--- config.mk ---
export PLATFORM = sky130hd
export DESIGN_NAME = bin_to_bcd_seq
export DESIGN_NICKNAME = d
export VERILOG_FILES = /design/src/rtl/bcd_pkg.sv /design/src/rtl/bcd_digit_adj.sv /design/src/rtl/bin_to_bcd_seq.sv
export SDC_FILE = /design/constraint.sdc
export NUM_CORES = 1
export LEC_CHECK = 0
export BUFFER_PORTS_ARGS = -buffer_cell sky130_fd_sc_hd__buf_4
export CAP_MARGIN = 20
export CORE_UTILIZATION = 57
export DETAILED_ROUTE_END_ITERATION = 7
export GPL_TIMING_DRIVEN = 0
export PLACE_DENSITY = 0.89
export SYNTH_ARGS = -nofsm -noshare
export SYNTH_HDL_FRONTEND = slang
export SYNTH_SLANG_ARGS = --single-unit
--- constraint.sdc ---
create_clock -name clk -period 1.6 [get_ports clk]
set_input_delay 0.08 -clock clk [delete_from_list [all_inputs] [get_ports clk]]
set_output_delay 0.08 -clock clk [all_outputs]
set_load 0.01 [all_outputs]
--- src/rtl/bcd_pkg.sv ---
// Shared definitions for the binary-to-BCD converter: digit geometry,
// the add-3 threshold, the controller state encoding and the helper used
// to check that DIGITS is wide enough for BIN_W.
package bcd_pkg;

  localparam int BCD_DIGIT_W = 4;
  localparam int ADD3_THRESH = 5;

  typedef enum logic [1:0] {
    IDLE,
    SHIFT,
    DONE
  } state_t;

  // Smallest number of decimal digits d with 10^d > 2^bin_w - 1.
  function automatic int bcd_digits_needed(input int bin_w);
    longint unsigned max_val;
    longint unsigned pow10;
    int              d;
    max_val = (64'd1 << bin_w) - 64'd1;
    pow10   = 64'd1;
    d       = 0;
    for (int i = 0; i < 20; i++) begin
      if (pow10 <= max_val) begin
        pow10 = pow10 * 64'd10;
        d     = d + 1;
      end
    end
    return d;
  endfunction

endpackage

--- src/rtl/bcd_digit_adj.sv ---
// One double-dabble correction cell: a BCD digit of 5 or more gets 3 added
// so that the following left shift carries correctly into the next digit.
module bcd_digit_adj
  import bcd_pkg::*;
(
  input  logic [BCD_DIGIT_W-1:0] digit_in,
  output logic [BCD_DIGIT_W-1:0] digit_out
);

  // Add 3 within the digit; by construction the result never overflows 4 bits.
  always_comb begin
    digit_out = digit_in;
    if (digit_in >= BCD_DIGIT_W'(ADD3_THRESH)) begin
      digit_out = digit_in + BCD_DIGIT_W'(3);
    end
  end

endmodule

--- src/rtl/bin_to_bcd_seq.sv ---
// Sequential binary-to-BCD converter (shift-and-add-3, one bit per clock)
// with valid/ready handshakes on both sides and one conversion in flight.
// Optional feature: define BIN2BCD_EARLY_EXIT_EN to skip leading zero bits,
// so a conversion takes (index of highest set bit + 1) cycles instead of BIN_W.
module bin_to_bcd_seq
  import bcd_pkg::*;
#(
  parameter int BIN_W  = 8,
  parameter int DIGITS = 3
) (
  input  logic                          clk,
  input  logic                          rst_n,
  input  logic                          in_valid,
  output logic                          in_ready,
  input  logic [BIN_W-1:0]              bin_in,
  output logic                          out_valid,
  input  logic                          out_ready,
  output logic [BCD_DIGIT_W*DIGITS-1:0] bcd_out,
  output logic                          busy
);

  localparam int BCD_W = BCD_DIGIT_W * DIGITS;
  localparam int CNT_W = $clog2(BIN_W + 1);

  if (BIN_W < 1 || BIN_W > 32 || DIGITS < bcd_digits_needed(BIN_W)) begin : g_param_err
    $error("bin_to_bcd_seq: BIN_W must be 1..32 and DIGITS must cover 2^BIN_W-1");
  end

  state_t             state;
  logic [BIN_W-1:0]   shift_reg;
  logic [BCD_W-1:0]   digits;
  logic [CNT_W-1:0]   count;

  logic [BCD_W-1:0]   adj_digits;
  logic [BCD_W-1:0]   next_digits;
  logic [CNT_W-1:0]   load_n;
  logic [BIN_W-1:0]   load_shift;

  for (genvar g = 0; g < DIGITS; g++) begin : g_adj
    bcd_digit_adj u_adj (
      .digit_in  (digits[g*BCD_DIGIT_W +: BCD_DIGIT_W]),
      .digit_out (adj_digits[g*BCD_DIGIT_W +: BCD_DIGIT_W])
    );
  end

  // Corrected digits shift left by one, binary MSB enters digit 0 bit 0.
  assign next_digits = {adj_digits[BCD_W-2:0], shift_reg[BIN_W-1]};

`ifdef BIN2BCD_EARLY_EXIT_EN
  // Priority-encode the highest set bit and left-justify the operand so only significant bits are shifted.
  always_comb begin
    load_n = CNT_W'(1);
    for (int i = 0; i < BIN_W; i++) begin
      if (bin_in[i]) begin
        load_n = CNT_W'(i + 1);
      end
    end
    load_shift = bin_in << (BIN_W - int'(load_n));
  end
`else
  assign load_n     = CNT_W'(BIN_W);
  assign load_shift = bin_in;
`endif

  // Controller: accept in IDLE, iterate in SHIFT, hold the result in DONE until taken.
  always_ff @(posedge clk or negedge rst_n) begin
    if (!rst_n) begin
      state     <= IDLE;
      shift_reg <= '0;
      digits    <= '0;
      count     <= '0;
      bcd_out   <= '0;
      in_ready  <= 1'b1;
      out_valid <= 1'b0;
      busy      <= 1'b0;
    end else begin
      case (state)
        IDLE: begin
          if (in_valid) begin
            shift_reg <= load_shift;
            digits    <= '0;
            count     <= load_n;
            state     <= SHIFT;
            in_ready  <= 1'b0;
            busy      <= 1'b1;
          end
        end
        SHIFT: begin
          digits    <= next_digits;
          shift_reg <= shift_reg << 1;
          count     <= count - CNT_W'(1);
          if (count == CNT_W'(1)) begin
            state     <= DONE;
            busy      <= 1'b0;
            out_valid <= 1'b1;
            bcd_out   <= next_digits;
          end
        end
        DONE: begin
          if (out_ready) begin
            state     <= IDLE;
            out_valid <= 1'b0;
            in_ready  <= 1'b1;
          end
        end
        default: begin
          state     <= IDLE;
          in_ready  <= 1'b1;
          out_valid <= 1'b0;
          busy      <= 1'b0;
        end
      endcase
    end
  end

endmodule

==> metrics, run 1 <==
Clock transition at path regs around 0.13 ns; most frequent cells in the layout dfrtp_1 (40), buf_4 (36), o21ai_0 (24), nand2_1 (17), a21oi_1 (16); hold path cells 3; Yosys cell types 30; Synth Instances 195; area share of fa/ha/maj cells after synthesis slightly below 5%; Port Buffers 25; vias per std cell 5.503; initial antenna violation count 0; H-tree levels 2; top-area cell type share of the netlist area 49.26%; Worst Tran Pin Value 0.5000 ns; post-layout worst setup margin 0.04033 ns; Syn. warnings 0; hold_ws about 0.0047 ns; Max clock buf depth 2; post-synthesis simple-gate area fraction between 10 and 15%; CP Max Fanout 3; largest net degree at the start of global routing 42; Critical Path AT around 1.9 ns; Hold Crit Start out_ready; Syn Nets roughly 220; row count 21; Pins Over Slew Limit 0; WL final ~4300 µm; Max stage delay cell, worst path dfrtp_1; outcome complete, no violations; crit-path cells inv_2, ha_1, nand2b_4, a21oi_4, mux2i_2, mux2_4; final setup TNS 0 ns; Fin Clk Skew 0.02537 ns; Post-layout nets 259; FF-to-FF path depth 6; vias in the first global route about 1,400; num ports 27; TritonCTS clock tree done; Mean Syn Cell Area between 10 and 15 µm²; CP max stage delay about 0.44 ns; largest family of logic cells by synthesized area compound AO/OA/AOI/OAI gates; complex-gate fraction of the synthesized area 19.46%; worst r2r src digits[1]; max_cap viols 0; Seq/Total Area, Yosys between 50% and 60%; Die X-Extent 61.71 µm; DRT iter0 DRCs between 80 and 90; starting density of the core 60.42%; number of iterations in the first detailed-routing pass 4; leading area contributor after synthesis dfrtp_1; CTS root buffer clkbuf_4; Worst R2R Setup Slack ~0.040 ns; Final Hold Fails 0; CTS sink cnt between 40 and 50; global-route wire length before repair 6472 µm; mux cell area share after synthesis under 10%; maximum vdd ir drop roughly 0.0015 V; min-delay worst type input pin to flop; Vias 1,574; global route overflow 0; power per cell area about 2100 nW/µm²; DP HPWL about 2700 µm; # DRC 0; global placer's final weighted congestion 0.8059; die extent in y approximately 62 µm; DRT antenna net count 0; Post-Place Worst Slack -0.01700 ns; area growth from synthesis to layout 23.77%; Final Power approximately 5.2 mW; total track usage 24.02%; Crit path required time approximately 1.9 ns; Setup crit start kind flop; Inserted Clock Buffers 5; WL/cell around 15 µm; non-filler cells, final 286; XOR/XNOR Fraction of Synth Area around 1.3%; Synth area leaders dfrtp_1 (49%), o21ai_0 (5.9%), ha_1 (4.9%); cell total after placement 266; #FFs+latches synth between 40 and 50; crit path time final around 1.6 ns; Netlist Area Pre-Place between 2000 and 2500 µm²; reg2reg end bcd_out[2]; Final Cycle Share a little over nine tenths; Setup violations, final 0; hold path endpoint state[1]; antenna diode count 0; Skew-Pair Late Insertion Delay approximately 0.37 ns; kind of critical path flop to flop; max_slew headroom 66.67%; core area 3363 µm²; proportion of layout cells with a drive suffix above 1 between 30% and 40%; Crit. End Element flop; die area 3808 µm²; commonest non-fill, non-tap cell in the layout dfrtp_1; fmax 641.2 MHz; Lkg Pwr between 1 and 1.5 nW
[cell usage after synthesis]
library cell	number
dfrtp_1	40
o21ai_0	24
nand2_1	17
a21oi_1	16
nor2b_1	10
inv_1	9
ha_1	8
a22o_1	7
mux2_2	7
a22oi_1	6
buf_2	6
nand2b_1	5
nor2_1	5
nor3b_1	5
nor3_1	4
a21oi_2	3
mux2i_1	3
nand3_1	3
o21ai_2	3
xnor2_1	3
clkbuf_1	2
and3b_1	1
buf_4	1
dfstp_2	1
nand2_4	1
nand3b_1	1
nor3b_4	1
o21bai_4	1
o22a_1	1
o32ai_1	1
[layout make-up]
type / instances / area, µm²
Clock inverter: 2 / 37.54
Buffer: 9 / 45.04
Timing Repair Buffer: 37 / 282.8
Multi-Input combinational cell: 136 / 979.7
Tap cell: 46 / 57.56
Clock buffer: 6 / 51.30
Inverter: 9 / 33.78
Sequential cell: 41 / 1027
Fill cell: 242 / 848.3
[through the flow]
stage | util, % | instance area, µm²
finish | 74.78 | 2515
global route | 74.78 | 2515
CTS | 71.32 | 2399
detailed placement | 67.71 | 2277
global placement | 67.71 | 2277
floorplan | - | 2032
[cells by family (layout without fill, tap and decap cells)]
| group | after synthesis | after routing |
|---|---|---|
| simple gates | 53 | 53 |
| fa+ha+maj | 8 | 8 |
| xor+xnor | 3 | 3 |
| buf+inv | 18 | 63 |
| flops | 41 | 41 |
| compound gates | 62 | 62 |
| mux | 10 | 10 |
[repair_timing]
action                                  4_1_cts  5_1_grt
hold endpoints to repair                     41        0
hold buffers                                  2        0
buffers inserted                              1        9
pin swaps                                     0        3
endpoints found under the setup margin        4        7
gates resized for setup                       2        9
[power by group]
| group | total (mW) | switching (mW) | internal [mW] |
|---|---|---|---|
| sequential | 1.92 | 0.418 | 1.50 |
| clock | 0.725 | 0.354 | 0.371 |
| combinational | 2.60 | 1.30 | 1.30 |
[per-layer routing]
| metal | up-vias | track usage, % | wire length [µm] |
|---|---|---|---|
| met4 | 0 | 14.29 | 102 |
| li1 | 768 | - | - |
| met2 | 40 | 37.63 | 2126 |
| met5 | - | 0 | 0 |
| met3 | 11 | 4.969 | 190 |
| met1 | 755 | 31.00 | 1867 |
[critical path: cells and delay by family (launching register included)]
kind,cells,cell delay [ns]
AND/OR/NAND/NOR,1,0.15
adder cells (fa/ha/maj),1,0.19
buffers and inverters,1,0.08
multiplexers,2,0.48
flip-flops,1,0.44
AO/OA/AOI/OAI,1,0.16
[worst max-delay path by stage]
stage                     startpoint           to  slack, ns
after floorplan            digits[4]   bcd_out[6]       0.18
after global placement      count[1]   bcd_out[4]       0.04
after detailed placement    count[1]  bcd_out[11]      -0.02
after CTS                  digits[5]   bcd_out[6]      0.008
after global routing       digits[5]   bcd_out[6]     -0.009
final                      digits[1]   bcd_out[2]       0.04
No activity file was read; power rests on OpenSTA's default activity.
==> run 2, diff against run 1 <==
--- a/config.mk
+++ b/config.mk
@@ -9,7 +9,6 @@
 export CAP_MARGIN = 20
 export CORE_UTILIZATION = 57
 export DETAILED_ROUTE_END_ITERATION = 7
-export GPL_TIMING_DRIVEN = 0
 export PLACE_DENSITY = 0.89
 export SYNTH_ARGS = -nofsm -noshare
 export SYNTH_HDL_FRONTEND = slang
==> run 2 against run 1 <==
Effect of this change:
- via count decreased by 2.0%
- combinational power decreased by 6%
- critical path depth unchanged
- flip-flop and latch count unchanged
- count of clock-buffer cells in the layout decreased by 1
- first-iteration DRC count unchanged
- largest power group unchanged
- highest routed layer unchanged
==> metrics, run 2 (synthesized netlist as in run 1, its figures left out) <==
Lkg Pwr around 1.1 nW; Worst R2R Setup Slack approximately 0.056 ns; Worst Tran Pin Value about 0.5 ns; CP max stage delay about 0.39 ns; DRT antenna net count 0; Die X-Extent between 60 and 70 µm; Final Hold Fails 0; # DRC 0; CTS root buffer clkbuf_4; Post-CTS Setup Bufs 0; Fin Clk Skew a little under 0.006 ns; Switching Share around two fifths; cell total after placement approximately 270; outcome complete, no violations; Setup violations, final 0; Final Power around 5 mW; Critical Path Source digits[1]; die area 3808 µm²; crit path time final approximately 1.5 ns; antenna diode count 0; clock group share of total power roughly an eighth; power per cell area roughly 2100 nW/µm²; global route overflow 0; kind of critical path flop to flop; Clock transition at path regs ~0.12 ns; max_cap viols 0; commonest non-fill, non-tap cell in the layout dfrtp_1; num ports 27; min-delay worst type input pin to flop; starting density of the core about three fifths; Pins Over Slew Limit 0; maximum vdd ir drop roughly 0.0011 V; proportion of layout cells with a drive suffix above 1 approximately 28%; Pint roughly 3.0 mW; vias in the first global route 1,434; reg2reg end bcd_out[2]; Critical Path AT between 1.5 and 2 ns; Comb pwr share between 40% and 50%; Final Cycle Share a little over nine tenths; Multi-input gate area around 970 µm²; number of iterations in the first detailed-routing pass 4; post-layout worst setup margin 0.05558 ns; Max stage delay cell, worst path dfrtp_1; Worst Path Buf+Inv 1; Post-Place Worst Slack about 0.024 ns; CP Capture Point bcd_out[2]; Port Buffers 26; initial antenna violation count 0; Crit path required time approximately 1.9 ns; Worst path depth 6; largest net degree at the start of global routing 42; Setup crit start kind flop; Post-layout nets between 200 and 250; Reg area 1027 µm²; non-filler cells, final between 200 and 300; row count 21; Crit. End Element flop; DRT iter0 DRCs between 80 and 90; DP HPWL 2699 µm; GR Util met3 4.555%; grt peak-use layer met2; cell family with most CP delay multiplexers; TritonCTS clock tree done; FF-to-FF path depth 6; total track usage 22.45%; Skew-Pair Late Insertion Delay ~0.33 ns; max_slew headroom between 60% and 70%; Max clock buf depth 2; CP Max Fanout 3; core area ~3400 µm²; Seq pwr share 38.2%; die extent in y around 60 µm; # fillers between 200 and 300; fmax roughly 650 MHz; WL/cell roughly 14 µm; Inserted Clock Buffers 5; switching power between 1.5 and 2 mW; most frequent cells in the layout dfrtp_1 (40), buf_4 (32), o21ai_0 (24), nand2_1 (17), a21oi_1 (16); Vias approximately 1,500; CTS sink cnt 41; H-tree levels 2; worst r2r src digits[1]; global routing usage on met2 41.01%; WL final 3956 µm; global placer's final weighted congestion roughly 0.76; crit-path cells inv_1, ha_1, nand2b_1, a21oi_2, mux2i_1, mux2_2; area growth from synthesis to layout 19.46%; global-route wire length before repair roughly 6100 µm; vias per std cell approximately 5.6; final setup TNS 0 ns; routing usage on met1 between 20% and 30%
## run 2: final cells by class
cell class	count	share of cell area (%)
clock buffer	5	1.546
clock inverter	2	1.443
inverter	9	1.392
multi-input combinational	136	39.79
sequential	41	42.32
tap	46	2.371
timing repair buffer	34	11.13
## run 2: timing repair
action                                  4_1_cts  5_1_grt
endpoints found under the setup margin        1        8
pin swaps                                     0        2
hold buffers                                  1        0
resized for setup                             1        7
hold endpoints to repair                     40        0
## run 2: stage by stage
step | util [%] | hold WS (ns) | instance area, µm²
4_1_cts | 71.06 | 0.006204 | 2390
5_1_grt | 72.17 | 0.03572 | 2427
3_5_place_dp | 68.53 | 0.08687 | 2305
6_report | 72.17 | 0.02080 | 2427
3_3_place_gp | 68.53 | 0.08455 | 2305
2_1_floorplan | - | -0.2156 | 2032
## run 2: power by group through the flow
stage	clock (mW)	combinational [mW]	sequential [mW]
after floorplan	0	1.55	1.91
after global placement	0	2.23	1.89
after detailed placement	0	2.35	1.91
after CTS	0.655	2.37	1.90
after global routing	0.692	2.74	1.97
final	0.633	2.45	1.91
## run 2: worst register-to-register path, delay by kind of cell (launching register included)
family,cells,cell delay [ns]
mux,2,0.46
flops,1,0.39
compound gates,1,0.20
fa+ha+maj,1,0.18
simple gates,1,0.17
buf+inv,1,0.10
## run 2: metal layers
metal | part of all wire, % | routed length (µm)
met1 | 44 | 1722
met2 | 53 | 2095
met3 | 2.5 | 98
met4 | 1.0 | 40
met5 | 0 | 0
## run 2: worst min-delay path by stage
stage | startpoint | slack, ns | cells after the start | endpoint
final | bin_in[6] | 0.02 | 3 | shift_reg[6]
after global routing | bin_in[4] | 0.04 | 3 | shift_reg[4]
after CTS | bin_in[6] | 0.006 | 3 | shift_reg[6]
after detailed placement | rst_n | 0.09 | 1 | bcd_out[6]
after global placement | rst_n | 0.08 | 1 | bcd_out[5]
after floorplan | rst_n | -0.22 | 0 | bcd_out[0]
==> run 3, diff against run 2 <==
--- a/config.mk
+++ b/config.mk
@@ -5,7 +5,7 @@
 export SDC_FILE = /design/constraint.sdc
 export NUM_CORES = 1
 export LEC_CHECK = 0
-export BUFFER_PORTS_ARGS = -buffer_cell sky130_fd_sc_hd__buf_4
+export BUFFER_PORTS_ARGS = -buffer_cell sky130_fd_sc_hd__buf_2
 export CAP_MARGIN = 20
 export CORE_UTILIZATION = 57
 export DETAILED_ROUTE_END_ITERATION = 7
==> run 3 against run 2 <==
Effect of this change:
- sequential power barely moved
- critical path type unchanged
- design area fell by 0.15%
- clock power rose by 14%
- power fell by 0.14%
- critical path depth did not move
==> metrics, run 3 (synthesized netlist as in run 1, its figures left out) <==
outcome complete, no violations; Vias approximately 1,600; cell family with most CP delay multiplexers; Pint between 3 and 4 mW; Hold Crit Start bin_in[2]; WL/cell 14.48 µm; final core utilization between 70% and 80%; largest net degree at the start of global routing 42; DRT antenna net count 0; post-layout worst setup margin 0.07838 ns; Post-Place Worst Slack 0.05154 ns; Final Hold Fails 0; Worst Tran Pin Value between 0.5 and 0.6 ns; die area roughly 3800 µm²; reg2reg end bcd_out[2]; Crit path required time between 1.5 and 2 ns; row count 21; FF-to-FF path depth 6; WL final about 4000 µm; Setup crit start kind flop; DP HPWL 2612 µm; unrepaired setup endpoints after global routing yes; die extent in y approximately 62 µm; Switching Share about 40%; clock group share of total power about 14%; Inserted Clock Buffers 5; Worst R2R Setup Slack 0.08 ns; Setup violations, final 0; fmax between 600 and 700 MHz; vias per std cell approximately 5.6; number of iterations in the first detailed-routing pass 4; Port Buffers 26; Clock transition at path regs 0.13 ns; area growth from synthesis to layout 19.27%; switching power around 2.0 mW; Crit. End Element flop; global route overflow 0; hold path endpoint shift_reg[2]; initial antenna violation count 0; num ports 27; CTS root buffer clkbuf_4; commonest non-fill, non-tap cell in the layout dfrtp_1; Fin Clk Skew 0.009176 ns; total track usage 23.46%; Comb pwr share between 40% and 50%; CP max stage delay ~0.42 ns; hold path cells 3; Final Power 4.988 mW; max_cap viols 0; DRT iter0 DRCs around 100; final setup TNS 0 ns; crit path time final around 1.5 ns; hold_ws between 0.01 and 0.015 ns; Post-layout nets between 200 and 300; CTS sink cnt 41; proportion of layout cells with a drive suffix above 1 a little over a quarter; Max clock buf depth 2; Seq pwr share a little under two fifths; Max stage delay cell, worst path dfrtp_1; min-delay worst type input pin to flop; kind of critical path flop to flop; Final Cycle Share between 90% and 100%; worst r2r src digits[1]; Lkg Pwr between 1 and 1.5 nW; maximum vdd ir drop approximately 0.0011 V; Critical Path AT 1.82 ns; Pins Over Slew Limit 0; TritonCTS clock tree done; Skew-Pair Late Insertion Delay roughly 0.36 ns; most frequent cells in the layout dfrtp_1 (40), buf_2 (26), o21ai_0 (24), nand2_1 (17), a21oi_1 (16); power per cell area roughly 2100 nW/µm²; vias in the first global route ~1,500; crit-path cells inv_2, ha_1, nand2b_1, a21oi_2, mux2i_1, mux2_2; H-tree levels 2; Post-CTS Setup Bufs 0; cell total after placement approximately 270; # DRC 0; Worst Path Buf+Inv 1; fin area ~2400 µm²; global placer's final weighted congestion 0.7887; starting density of the core between 60 and 70%; global-route wire length before repair 6265 µm; CP Max Fanout 3; Die X-Extent between 60 and 70 µm; max_slew headroom roughly 66%; core area 3363 µm²; antenna diode count 0; post-placement cell area 2247 µm²; non-filler cells, final 279
run 3: cell count changes in the layout (fill, tap and decap cells not counted):
cell / delta
clkinv_2: -1
clkbuf_8: +1
clkinvlp_4: +1
ha_2: -1
dlygate4sd3_1: +4
inv_2: +1
ha_4: +1
nor3b_2: -1
nand2b_4: -1
inv_1: -1
nand2b_1: +1
buf_4: -25
nor3b_1: +1
buf_2: +26
run 3: final cells by class:
class | count | area [µm²]
clock buffer | 6 | 51.30
clock inverter | 2 | 37.54
fill | 262 | 939.7
inverter | 9 | 33.78
multi-input combinational | 136 | 963.4
sequential | 41 | 1027
tap | 46 | 57.56
timing repair buffer | 39 | 252.7
run 3: worst reg2reg max path, stage by stage (launching register included):
cell and delay, ns:
dfrtp_1 0.42, inv_2 0.08, ha_1 0.17, nand2b_1 0.16
a21oi_2 0.20, mux2i_1 0.27, mux2_2 0.18
run 3: what timing repair did:
item,4_1_cts,5_1_grt
hold buffers,5,0
gates resized for setup,0,8
endpoints found under the setup margin,0,9
endpoints found under the hold margin,44,0
run 3: power by group through the flow:
| stage | combinational (mW) | clock, mW | sequential [mW] |
|---|---|---|---|
| finish | 2.36 | 0.719 | 1.91 |
| global route | 2.63 | 0.796 | 1.99 |
| CTS | 2.25 | 0.738 | 1.90 |
| detailed placement | 2.23 | 0 | 1.92 |
| global placement | 2.12 | 0 | 1.90 |
| floorplan | 1.55 | 0 | 1.91 |
run 3: per-layer routing:
metal	track usage, %	part of all wire (%)
met1	29.64	42
met2	36.87	52
met3	5.176	4.2
met4	14.60	2.1
met5	0	0
run 3: worst max path at each step:
| stage | from | to | slack (ns) | cells after the start |
|---|---|---|---|---|
| after floorplan | digits[4] | bcd_out[6] | 0.18 | 6 |
| after global placement | digits[0] | bcd_out[2] | 0.09 | 6 |
| after detailed placement | digits[4] | bcd_out[6] | 0.05 | 6 |
| after CTS | digits[1] | bcd_out[2] | 0.01 | 6 |
| after global routing | digits[1] | bcd_out[2] | -0.03 | 6 |
| final | digits[1] | bcd_out[2] | 0.08 | 6 |
